<file path="src/rtl/item_dispense_ctrl_pkg.sv">
// item_dispense_ctrl_pkg: shared FSM encodings and default vending constants
package item_dispense_ctrl_pkg;
  localparam int DEF_NUM_ITEMS = 4;
  localparam int DEF_BAL_W = 32;
  localparam logic [DEF_BAL_W-1:0] PRICE_400 = 32'd400;
  localparam logic [DEF_BAL_W-1:0] PRICE_500 = 32'd500;
  localparam logic [DEF_BAL_W-1:0] PRICE_1000 = 32'd1000;
  localparam logic [DEF_BAL_W-1:0] PRICE_2000 = 32'd2000;
  localparam logic [DEF_NUM_ITEMS*DEF_BAL_W-1:0] DEF_PRICE_TABLE =
    {PRICE_2000, PRICE_1000, PRICE_500, PRICE_400};
  typedef enum logic [1:0] {S_IDLE, S_DISPENSE, S_DONE} state_e;
endpackage

</file>
<file path="src/rtl/item_dispense_ctrl_stock_counter.sv">
// item_dispense_ctrl_stock_counter: per-slot stock with reset load, decrement and saturating restock
module item_dispense_ctrl_stock_counter #(
  parameter int STOCK_W = 4,
  parameter int INIT = 10
) (
  input  logic               clk,
  input  logic               reset_n,
  input  logic               inc_i,
  input  logic               dec_i,
  output logic [STOCK_W-1:0] count_o,
  output logic               sold_out_o
);
  logic [STOCK_W-1:0] count_q, count_d;
  always_comb
    count_d = (inc_i && !dec_i && count_q != '1) ? count_q + 1'b1 :
              (dec_i && !inc_i && count_q != '0) ? count_q - 1'b1 : count_q;
  always_ff @(posedge clk)
    count_q <= !reset_n ? STOCK_W'(INIT) : count_d;
  assign count_o = count_q;
  assign sold_out_o = count_q == '0;
endmodule

</file>
<file path="src/rtl/item_dispense_ctrl.sv">
// item_dispense_ctrl: one-at-a-time item purchase arbitration with stock tracking and dispense handshake
module item_dispense_ctrl
  import item_dispense_ctrl_pkg::*;
#(
  parameter int NUM_ITEMS = DEF_NUM_ITEMS,
  parameter int BAL_W = DEF_BAL_W,
  parameter int STOCK_W = 4,
  parameter logic [NUM_ITEMS*BAL_W-1:0] PRICE_TABLE = DEF_PRICE_TABLE,
  parameter int INIT_STOCK = 10,
  parameter int TIMEOUT = 16
) (
  input  logic                 clk,
  input  logic                 reset_n,
  input  logic [NUM_ITEMS-1:0] i_select_item,
  input  logic [BAL_W-1:0]     balance,
  input  logic [NUM_ITEMS-1:0] i_restock_item,
  input  logic                 i_restock_en,
  input  logic                 i_dispense_ack,
  output logic [NUM_ITEMS-1:0] o_available_item,
  output logic [NUM_ITEMS-1:0] o_sold_out,
  output logic [NUM_ITEMS-1:0] o_output_item,
  output logic [BAL_W-1:0]     item_cost,
  output logic                 o_cost_valid,
  output logic                 o_reject,
  output logic                 o_fault,
  output logic                 o_busy
);
  localparam int IDX_W = NUM_ITEMS > 1 ? $clog2(NUM_ITEMS) : 1;
  localparam int TW = TIMEOUT > 1 ? $clog2(TIMEOUT) : 1;
  state_e               state_q;
  logic [IDX_W-1:0]     idx_q, idx_d;
  logic [TW-1:0]        timer_q;
  logic [NUM_ITEMS-1:0] out_q, elig, inc, dec;
  logic [BAL_W-1:0]     cost_q;
  logic                 cv_q, rej_q, fault_q;
  logic [STOCK_W-1:0]   stock [NUM_ITEMS];
  logic [BAL_W-1:0]     price [NUM_ITEMS];
  assign inc = i_restock_en ? i_restock_item : '0;
  assign dec = (state_q == S_DISPENSE && i_dispense_ack) ? out_q : '0;
  for (genvar i = 0; i < NUM_ITEMS; i++) begin : g_slot
    assign price[i] = PRICE_TABLE[i*BAL_W +: BAL_W];
    assign o_available_item[i] = !o_sold_out[i] && price[i] <= balance;
    item_dispense_ctrl_stock_counter #(.STOCK_W(STOCK_W), .INIT(INIT_STOCK)) u_stock (
      .clk(clk), .reset_n(reset_n), .inc_i(inc[i]), .dec_i(dec[i]),
      .count_o(stock[i]), .sold_out_o(o_sold_out[i])
    );
  end
  assign elig = i_select_item & o_available_item;
  always_comb begin
    idx_d = '0;
    for (int k = NUM_ITEMS - 1; k >= 0; k--) idx_d = elig[k] ? IDX_W'(k) : idx_d;
  end
  always_ff @(posedge clk) begin
    if (!reset_n) begin
      state_q <= S_IDLE;
      idx_q <= '0;
      timer_q <= '0;
      out_q <= '0;
      cost_q <= '0;
      cv_q <= 1'b0;
      rej_q <= 1'b0;
      fault_q <= 1'b0;
    end else begin
      cost_q <= '0;
      cv_q <= 1'b0;
      rej_q <= 1'b0;
      fault_q <= 1'b0;
      case (state_q)
        S_IDLE:
          if (|i_select_item) begin
            if (elig == '0) rej_q <= 1'b1;
            else begin
              idx_q <= idx_d;
              out_q <= NUM_ITEMS'(1) << idx_d;
              timer_q <= '0;
              state_q <= S_DISPENSE;
            end
          end
        S_DISPENSE:
          if (i_dispense_ack) begin
            out_q <= '0;
            cv_q <= 1'b1;
            cost_q <= price[idx_q];
            state_q <= S_DONE;
          end else if (timer_q == TW'(TIMEOUT - 1)) begin
            out_q <= '0;
            fault_q <= 1'b1;
            state_q <= S_IDLE;
          end else timer_q <= timer_q + 1'b1;
        default: state_q <= S_IDLE;
      endcase
    end
  end
  assign o_output_item = out_q;
  assign item_cost = cost_q;
  assign o_cost_valid = cv_q;
  assign o_reject = rej_q;
  assign o_fault = fault_q;
  assign o_busy = state_q != S_IDLE;
endmodule

</file>
<file path="config.mk">
export PLATFORM = sky130hd
export DESIGN_NAME = item_dispense_ctrl
export DESIGN_NICKNAME = d
export VERILOG_FILES = /design/src/rtl/item_dispense_ctrl_pkg.sv /design/src/rtl/item_dispense_ctrl_stock_counter.sv /design/src/rtl/item_dispense_ctrl.sv
export SDC_FILE = /design/constraint.sdc
export NUM_CORES = 1
export LEC_CHECK = 0
export CAP_MARGIN = 25
export CORE_ASPECT_RATIO = 1.25
export CORE_MARGIN = 2
export CORE_UTILIZATION = 41
export DETAILED_ROUTE_END_ITERATION = 12
export PLACE_DENSITY = 0.85
export SYNTH_ARGS = -nofsm -noshare
export SYNTH_HDL_FRONTEND = slang
export SYNTH_SLANG_ARGS = --single-unit
export TNS_END_PERCENT = 20
</file>
<file path="constraint.sdc">
create_clock -name clk -period 2.45 [get_ports clk]
set_input_delay 0.6125 -clock clk [delete_from_list [all_inputs] [get_ports clk]]
set_output_delay 0.6125 -clock clk [all_outputs]
set_load 0.05 [all_outputs]
</file>
==> results.ini, run 1 <==
[critical_path]
end_kind=output port
crit_path_start_kind=input pin
cp-endpoint=o_available_item[2]
crit_chain=buf_6, or4b_4, a211oi_4, o211ai_2, nor2_2, nor2_2, buf_6
r2r_slack_ns=0.37
reg2reg_from=state_q[0]
rr_endpoint=g_slot[0].u_stock.count_o[3]
cpMaxStageDelayCell=or4b_4
cp_num_buf_inv=2
crit_family=simple AND/OR/NAND/NOR gates
crit_cells=7
crit_start=balance[2]
timing.setup.critical_path_class=input pin to output port
r2r_cells=9
critPathRequiredTime_ns=1.84
max_stage_delay_ns=0.54
worstPathArrival_ns=1.98
crit_fanout=2

[routing]
ant_nets=0
drcViolationCount=0
wl_mm=6.73
avgRoutedWirePerCell_um=13.8
first_pass_iters=4
drtIter0Drc=126
routed_via_density=5.29
dr_total_vias=2581

[sta]
setup_ws_ns=-0.146
worstMarginPinSlew_ns=0.506
maxSlewViolCount=0
setup_viol=3
rsz0062_at_grt=true
max_freq_mhz=385
fin_skew_ns=0.00952
final.min_clock_period_ns=2.60
period_share=1.06
hold_viol=0
final.setup.tns_ns=-0.303
max_slew_margin=0.662
hold_ws_ns=0.495

[floorplanning]
die-area_um2=7060
num_io_pins=92
die_h_um=93.5
die_w_um=75.6
fp-row-count=32
core-area_um2=6170
initial_utilization=0.426

[global_route]
met3_usage=0.0442
top_usage_layer=met2
grt_pass1_vias=2513
grtUsageMet2=0.363
grt_max_degree=20
overflow=0
grt_use_met1=0.215
track_usage=0.202
antenna_found_initial=0
grt_pass1_wl_mm=10.9

[power]
p_comb_frac=0.319
internal_power_w=0.00126
p_leak_nw=1.65
switchingPower_w=0.000626
clockPowerShare=0.298
finalPower_w=0.00189
peakVddDrop_v=0.000247
power_density_nw_per_um2=487
sw_frac_of_total=0.332
pwr-share-seq=0.383

[yosys]
yosysTopAreaCell=dfxtp_1
ys_warn_count=0
async_reset_ff_frac=0
synth_ff_type=dfxtp_1
syn_area_um2=2630
ys_ff_latch=39
synth_top_area_frac=0.297
synth.area.top_cells=dfxtp_1, buf_4, ha_1
syn_inst=293
yosysSeqAreaShare=0.297
synth-edff-count=0
syn_area_per_cell_um2=8.96
synth.distinct_cells=56

[clocking]
clockRootBuffer=clkbuf_8
cts_made_buffers=5
clockBufferDepth=2
cts.sinks=39
clkLatencyLatePin_ns=0.30
cts_tree=yes
cts_hold_buf=0
ctsHtreeMaxLevel=2
clk_pin_slew_ns=0.07

[run_status]
violations=setup timing
status=finished with violations

[placed_design]
place.gp.congestion=0.906
port_buffers=68
dpl_cell_area_um2=3620
pre_cts_slack_ns=-0.597
place_hpwl_mm=5.48

[finish]
fillerInstances=529
regArea_um2=781
insertedDiodeCount=0
multi_input_area_um2=1770
finalInstanceArea_um2=3870
drive_gt1_frac=0.273
syn_to_final_growth_pct=47.5
finalNetCount=464

[worst_hold_path]
hold_class=flip-flop to flip-flop

[flow_run]
drv_cap=0

==> power by group through the flow <==
stage / Clock, W / Sequential (W) / Combinational (W)
after floorplan: 0 / 0.000753 / 0.000372
after global placement: 0 / 0.000733 / 0.000572
after detailed placement: 0 / 0.000736 / 0.000593
after CTS: 0.000566 / 0.000722 / 0.000596
after global routing: 0.000595 / 0.000730 / 0.000647
final: 0.000562 / 0.000722 / 0.000601
==> worst min path at each step <==
stage               startpoint         end  slack, ns  cells after the start
global route        timer_q[1]  timer_q[1]       0.51                      2
detailed placement  timer_q[1]  timer_q[1]       0.49                      2
global placement    timer_q[1]  timer_q[1]       0.47                      2
floorplan           timer_q[1]  timer_q[1]       0.46                      2
CTS                 timer_q[1]  timer_q[1]       0.50                      2
finish              timer_q[1]  timer_q[1]       0.49                      2
==> registers in the layout, summed over array words and instances, names as in the netlist <==
name and flops:
o_output_item 4, o_reject 1, timer_q 4, g_slot.u_stock.count_o 16
item_cost 8, o_cost_valid 1, state_q 2, idx_q 2
o_fault 1
==> metal layers <==
metal / vias to the layer above / wire length [um] / part of all wire
met1: 1203 / 2540 / 0.38
met4: 0 / 215 / 0.032
met3: 18 / 416 / 0.062
li1: 1248 / - / -
met2: 112 / 3560 / 0.53
met5: - / 0 / 0
==> logic make-up after synthesis <==
| family | Yosys count | synth area share |
|---|---|---|
| AND/OR/NAND/NOR | 113 | 0.240 |
| AO/OA/AOI/OAI | 59 | 0.198 |
| buffers and inverters | 47 | 0.111 |
| flip-flops | 39 | 0.297 |
| adder cells (fa/ha/maj) | 18 | 0.0972 |
| XOR/XNOR | 13 | 0.0434 |
| multiplexers | 3 | 0.0114 |
| other | 1 | 0.00143 |
==> cells in the mapped netlist, drive strengths merged, types with 2 or more instances <==
master	number
dfxtp	39
buf	28
nor2	22
nand2	19
nand3	19
a21oi	14
ha	14
and3	13
nor4	12
xnor2	12
inv	11
nand4	9
o21ai	8
o211ai	6
a211oi	5
and2	5
a21o	4
clkbuf	4
clkinv	4
fa	4
o2111ai	4
or4	4
mux2i	3
nor3	3
o211a	3
o22ai	3
a41oi	2
nand2b	2
nor2b	2
o2bb2ai	2
==> stage by stage <==
step	std cells	utilization
floorplan	315	-
global placement	477	0.587
detailed placement	477	0.587
CTS	488	0.625
global route	488	0.628
finish	488	0.628
==> layout by cell type, fill, tap and decap left out, types with 6 or more instances in the layout <==
| cell type | n |
|---|---|
| a21oi_1 | 13 |
| and3_1 | 11 |
| buf_4 | 42 |
| buf_6 | 7 |
| clkbuf_8 | 6 |
| clkdlybuf4s50_1 | 29 |
| conb_1 | 23 |
| dfxtp_1 | 39 |
| dlygate4sd2_1 | 20 |
| ha_1 | 14 |
| inv_1 | 11 |
| nand2_1 | 18 |
| nand3_1 | 17 |
| nand4_1 | 9 |
| nor2_1 | 17 |
| nor4_2 | 7 |
| o21ai_1 | 6 |
| xnor2_1 | 12 |
==> layout make-up <==
class,count,share of cell area
clock buffers,6,0.0213
clock inverters,2,0.00905
inverters,15,0.0145
multi-input cells,229,0.457
flip-flops and latches,39,0.202
well taps,85,0.0275
repair buffers,112,0.269
==> worst register-to-register path: cells and delay by family, from the launching register on <==
kind	cells	cell delay, ns
AND/OR/NAND/NOR	3	0.55
AO/OA/AOI/OAI	4	0.67
flip-flops	1	0.35
adder cells (fa/ha/maj)	1	0.27
XOR/XNOR	1	0.15
==> what timing repair did <==
action                     4_1_cts  5_1_grt
buffers inserted                 4        0
setup endpoints to repair       16       10
gates resized for setup         83        4
pin swaps                       26        3
hold endpoints to repair         0        0
Note: power is estimated with default switching activity, not from simulation.
==> run 2, diff against run 1 <==
CORE_MARGIN = 3   (was 2)
CTS_CLUSTER_SIZE = 12   (was default)
==> run 2 against run 1 <==
  * The flow still finishes with violations (setup timing)
  * Highest routed layer unchanged
  * Critical endpoint unchanged
  * Hold slack gained 0.015 ns
  * Core utilization grew 2.2 points
  * Wire length grew 11%
  * Flip-flop and latch count is the same
  * Power shrank 6.7%
  * Sequential power is essentially flat
  * Combinational power grew 1%
  * Global-route usage shrank 0.23 points
  * Non-clock buffer count grew 8
  * Die area grew 4.8%
  * Clock power shrank 24%
==> results.ini, run 2 (synthesis gave the netlist of run 1 again) <==
[critical_path]
cp-endpoint=o_available_item[2]
crit_fanout=2  ; unchanged
end_kind=output port
rr_endpoint=g_slot[2].u_stock.count_o[3]
timing.setup.critical_path_class=input pin to output port
worstPathArrival_ns=1.97  ; about the same
crit_path_start_kind=input pin
r2r_cells=9  ; unchanged
reg2reg_from=state_q[0]
crit_start=balance[1]
critPathRequiredTime_ns=1.84  ; about the same
r2r_slack_ns=0.30  ; -0.07 ns

[finish]
largest_register_ffs=16  ; unchanged
syn_to_final_growth_pct=48.8
finalNetCount=472  ; +1.7%
fillerInstances=459  ; -13%
finalInstanceArea_um2=3910  ; +0.87%
layout_common_cells=buf_4, dfxtp_1, clkdlybuf4s50_1
drive_gt1_frac=0.294  ; +0.0215
multi_input_area_um2=1800  ; +1.8%
regArea_um2=781  ; unchanged
postLayoutCoreUtil=0.650  ; +0.0217
final_common_cell=buf_4

[sta]
max_slew_margin=0.665  ; +0.00320
rsz0062_at_grt=true
hold_viol=0  ; unchanged
max_freq_mhz=388  ; +0.70%
setup_viol=12  ; +9
period_share=1.05  ; -0.00733
hold_ws_ns=0.509  ; +0.0146 ns
final.min_clock_period_ns=2.58  ; -0.0179 ns
fin_skew_ns=0.00507  ; -0.00445 ns
setup_ws_ns=-0.128  ; +0.0179 ns
maxSlewViolCount=0  ; unchanged
worstMarginPinSlew_ns=0.501  ; -0.00479 ns

[clocking]
cts_tree=yes
cts_hold_buf=0  ; unchanged
clkLatencyLatePin_ns=0.29  ; about the same
cts.sinks=39  ; unchanged
clk_pin_slew_ns=0.08  ; about the same
clockBufferDepth=2  ; unchanged
clockRootBuffer=clkbuf_8
ctsHtreeMaxLevel=2  ; unchanged
cts_made_buffers=5  ; unchanged

[power]
clockPowerShare=0.244  ; -0.054
p_leak_nw=1.66  ; +0.15%
power_density_nw_per_um2=451  ; -7.5%
switchingPower_w=0.000631  ; +0.88%
peakVddDrop_v=0.000328  ; +33%
internal_power_w=0.00113  ; -10%
pwr-share-seq=0.411  ; +0.028
p_comb_frac=0.345  ; +0.026
sw_frac_of_total=0.359  ; +0.0269

[placed_design]
port_buffers=68  ; unchanged
pre_cts_slack_ns=-0.520  ; +0.0776 ns
dpl_cell_area_um2=3630  ; +0.31%
place.gp.congestion=0.869  ; -4.1%
place_hpwl_mm=5.46  ; -0.41%

[routing]
dr_total_vias=2658  ; +3.0%
ant_nets=0  ; unchanged
drcViolationCount=0  ; unchanged
drtIter0Drc=186  ; +48%
first_pass_iters=4  ; unchanged
avgRoutedWirePerCell_um=15.1  ; +9.8%
wl_mm=7.48  ; +11%
routed_via_density=5.38  ; +1.7%

[global_route]
antenna_found_initial=1  ; +1
grt_pass1_wl_mm=11.8  ; +8.4%
grt_pass1_vias=2595  ; +3.3%
overflow=0  ; unchanged
track_usage=0.200  ; -0.00231
grt_max_degree=27  ; +35%

[worst_hold_path]
min_path_cells=2  ; unchanged
hold_class=flip-flop to flip-flop

[floorplanning]
die_h_um=95.5  ; +2.1%
die_w_um=77.6  ; +2.6%
initial_utilization=0.437  ; +0.0109
num_io_pins=92  ; unchanged
fp-row-count=31  ; -3.1%
core-area_um2=6010  ; -2.5%
die-area_um2=7400  ; +4.8%

[flow_run]
drv_cap=0  ; unchanged

[run_status]
status=finished with violations
violations=setup timing

==> run 2: changes by cell type in the layout (fill, tap and decap cells not counted), moves of 2 or more <==
cell             before  now
buf_4                42   53
clkinvlp_4            0    2
buf_6                 7    4
clkdlybuf4s15_2       4    2
buf_2                 3    5
dlygate4sd2_1        20   18
clkdlybuf4s15_1       1    4
nand3_1              17   15
==> run 2: worst max-delay path, stage by stage <==
cell	delay [ns]
buf_6	0.09
or4b_4	0.54
a211oi_4	0.28
o211ai_4	0.12
nor2_4	0.12
nor2_2	0.05
buf_6	0.15
==> run 2: power groups by stage <==
stage / combinational, W / sequential, W / clock [W]
6_report: 0.000608 / 0.000722 / 0.000429
5_1_grt: 0.000655 / 0.000730 / 0.000471
4_1_cts: 0.000591 / 0.000721 / 0.000434
3_3_place_gp: 0.000573 / 0.000733 / 0
2_1_floorplan: 0.000372 / 0.000753 / 0
3_5_place_dp: 0.000592 / 0.000736 / 0
==> run 2: cell type report <==
cell class | count | share of cell area
clock inverter | 3 | 0.00513
tap | 82 | 0.0263
timing repair buffer | 120 | 0.275
clock buffer | 5 | 0.0176
inverter | 15 | 0.0144
antenna | 1 | 0.000641
multi-input combinational | 229 | 0.461
sequential | 39 | 0.200
==> run 2: timing repair <==
item / in CTS / in global routing
setup buffers: 8 / 1
gates resized for setup: 82 / 15
pin swaps: 21 / 9
endpoints found under the setup margin: 16 / 10
==> run 2: layer usage <==
layer,vias to the layer above,global-route usage,routed length (um)
li1,1264,-,-
met1,1249,0.213,2800
met2,115,0.369,3930
met3,30,0.0406,421
met4,0,0.108,323
met5,-,0,0
==> run 2: worst min path at each step <==
stage | from | to | slack [ns]
2_1_floorplan | timer_q[1] | timer_q[1] | 0.46
3_3_place_gp | timer_q[1] | timer_q[1] | 0.47
3_5_place_dp | timer_q[1] | timer_q[1] | 0.48
4_1_cts | timer_q[1] | timer_q[1] | 0.49
5_1_grt | idx_q[0] | idx_q[0] | 0.54
6_report | timer_q[1] | timer_q[1] | 0.51
==> run 2: stage by stage <==
stage	cells	total power, W	TNS, ns
after floorplan	315	0.00112	0
after global placement	476	0.00131	-6.79
after detailed placement	476	0.00133	-7.57
after CTS	492	0.00175	-0.181
after global routing	494	0.00186	-1.76
final	494	0.00176	-0.945
==> run 3, diff against run 2 <==
CORE_MARGIN = 5   (was 3)
==> run 3 against run 2 <==
  * The run still ends with setup timing left
  * Register-to-register slack barely moved
  * Fmax fell by 1.3%
  * Hold slack got worse by 0.018 ns
  * Global-route usage fell by 1.2 points
  * Clock skew rose by 0.0032 ns
  * Sequential power barely moved
  * Highest routed layer unchanged
==> results.ini, run 3 (synthesis gave the netlist of run 1 again) <==
[run_status]
status=finished with violations
violations=setup timing

[finish]
layout.cells.non_filler=496  ; +0.40%
finalInstanceArea_um2=3970  ; +1.6%
syn_to_final_growth_pct=51.1
drive_gt1_frac=0.294  ; unchanged
fillerInstances=507  ; +10%
multi_input_area_um2=1840  ; +2.3%
regArea_um2=781  ; unchanged
largest_register_ffs=16  ; unchanged
final_common_cell=buf_4
layout_common_cells=buf_4, dfxtp_1, clkdlybuf4s50_1
insertedDiodeCount=0  ; -1
finalNetCount=472  ; unchanged

[critical_path]
cp_num_buf_inv=2  ; unchanged
crit_cells=7  ; unchanged
critPathRequiredTime_ns=1.84  ; about the same
worstPathArrival_ns=2.00  ; +0.03 ns
crit_chain=buf_6, or4b_4, a211oi_4, o211ai_4, nor2_4, nor2_2, buf_6
r2r_cells=9  ; unchanged
cpMaxStageDelayCell=or4b_4
max_stage_delay_ns=0.54  ; about the same
end_kind=output port
crit_top_cell=buf_6
crit_path_start_kind=input pin
crit_family=simple AND/OR/NAND/NOR gates
timing.setup.critical_path_class=input pin to output port
crit_fanout=2  ; unchanged

[routing]
drcViolationCount=0  ; unchanged
wl_mm=8.01  ; +7.0%
ant_nets=0  ; unchanged
routed_via_density=5.38  ; -0.10%
dr_total_vias=2666  ; +0.30%
drtIter0Drc=113  ; -39%
first_pass_iters=4  ; unchanged
avgRoutedWirePerCell_um=16.1  ; +6.6%

[sta]
final.min_clock_period_ns=2.61  ; +0.0347 ns
period_share=1.07  ; +0.0142
max_slew_margin=0.647  ; -0.0179
worstMarginPinSlew_ns=0.528  ; +0.0267 ns
hold_viol=0  ; unchanged
setup_ws_ns=-0.163  ; -0.0347 ns
setup_viol=3  ; -9
max_freq_mhz=383  ; -1.3%
fin_skew_ns=0.00826  ; +0.00319 ns
maxSlewViolCount=0  ; unchanged
rsz0062_at_grt=true

[flow_run]
drv_cap=0  ; unchanged

[floorplanning]
die_h_um=99.5  ; +4.2%
num_io_pins=92  ; unchanged
die-area_um2=8110  ; +9.6%
die_w_um=81.6  ; +5.2%
core-area_um2=6210  ; +3.2%
initial_utilization=0.423  ; -0.0136
fp-row-count=32  ; +3.2%

[clocking]
clockBufferDepth=2  ; unchanged
clk_pin_slew_ns=0.08  ; about the same
ctsHtreeMaxLevel=2  ; unchanged
clkLatencyLatePin_ns=0.29  ; about the same
clockRootBuffer=clkbuf_8
cts_made_buffers=5  ; unchanged
cts_tree=yes
cts.sinks=39  ; unchanged

[placed_design]
placed_cells=482  ; +1.3%
place_hpwl_mm=5.87  ; +7.6%
pre_cts_slack_ns=-0.577  ; -0.0574 ns
dpl_cell_area_um2=3650  ; +0.72%
port_buffers=68  ; unchanged
place.gp.congestion=0.882  ; +1.5%

[power]
power_density_nw_per_um2=462  ; +2.7%
p_leak_nw=1.70  ; +2.9%
peakVddDrop_v=0.000213  ; -35%

[global_route]
antenna_found_initial=0  ; -1
track_usage=0.187  ; -0.0122
overflow=0  ; unchanged
grt_pass1_vias=2758  ; +6.3%
grt_pass1_wl_mm=11.9  ; +0.69%
grt_max_degree=27  ; unchanged

[worst_hold_path]
min_path_cells=2  ; unchanged
hold_class=flip-flop to flip-flop

## run 3: path summary, 6_finish.rpt
| path | start | end | slack, ns |
|---|---|---|---|
| hold / removal | timer_q[1] | timer_q[1] | 0.49 |
| setup reg to reg | state_q[0] | g_slot[2].u_stock.count_o[3] | 0.29 |
| hold reg to reg | timer_q[1] | timer_q[1] | 0.49 |
| setup / recovery | balance[1] | o_available_item[2] | -0.16 |
## run 3: through the flow
stage	TNS (ns)	power (W)	util	hold slack, ns
after floorplan	0	0.00112	-	0.457
after global placement	-7.25	0.00131	0.589	0.468
after detailed placement	-8.34	0.00134	0.589	0.479
after CTS	-0.342	0.00181	0.622	0.492
after global routing	-0.533	0.00193	0.639	0.524
final	-0.260	0.00183	0.639	0.491
## run 3: timing repair
item                                    CTS  global route
setup buffers                             7             0
hold buffers                              0             0
endpoints found under the setup margin   17            15
pin swaps                                21            22
gates resized for setup                  64            41
## run 3: per-layer routing
layer  wire length, um  vias to the layer above  track usage  part of all wire
li1                  -                     1256            -                 -
met1              2720                     1260        0.179              0.34
met2              4320                      121        0.349              0.54
met3               637                       29       0.0489             0.080
met4               327                        0        0.107             0.041
met5                 0                        -            0                 0
## run 3: cell type report
class	instances	area share
inverter	15	0.0142
sequential	39	0.197
clock inverter	1	0.00189
multi-input combinational	229	0.464
clock buffer	7	0.0243
tap	85	0.0268
timing repair buffer	120	0.272
## run 3: where the power goes
part | leakage, nW | internal [W] | switching [W] | total (W)
Combinational | 1.33 | 0.000259 | 0.000366 | 0.000625
Sequential | 0.319 | 0.000675 | 0.0000487 | 0.000724
Clock | 0.0505 | 0.000256 | 0.000230 | 0.000486
## run 3: worst reg2reg max path, delay by kind of cell (launching register included)
family | cells | cell delay [ns]
compound gates | 4 | 0.66
simple gates | 3 | 0.56
flops | 1 | 0.37
fa+ha+maj | 1 | 0.28
xor+xnor | 1 | 0.15
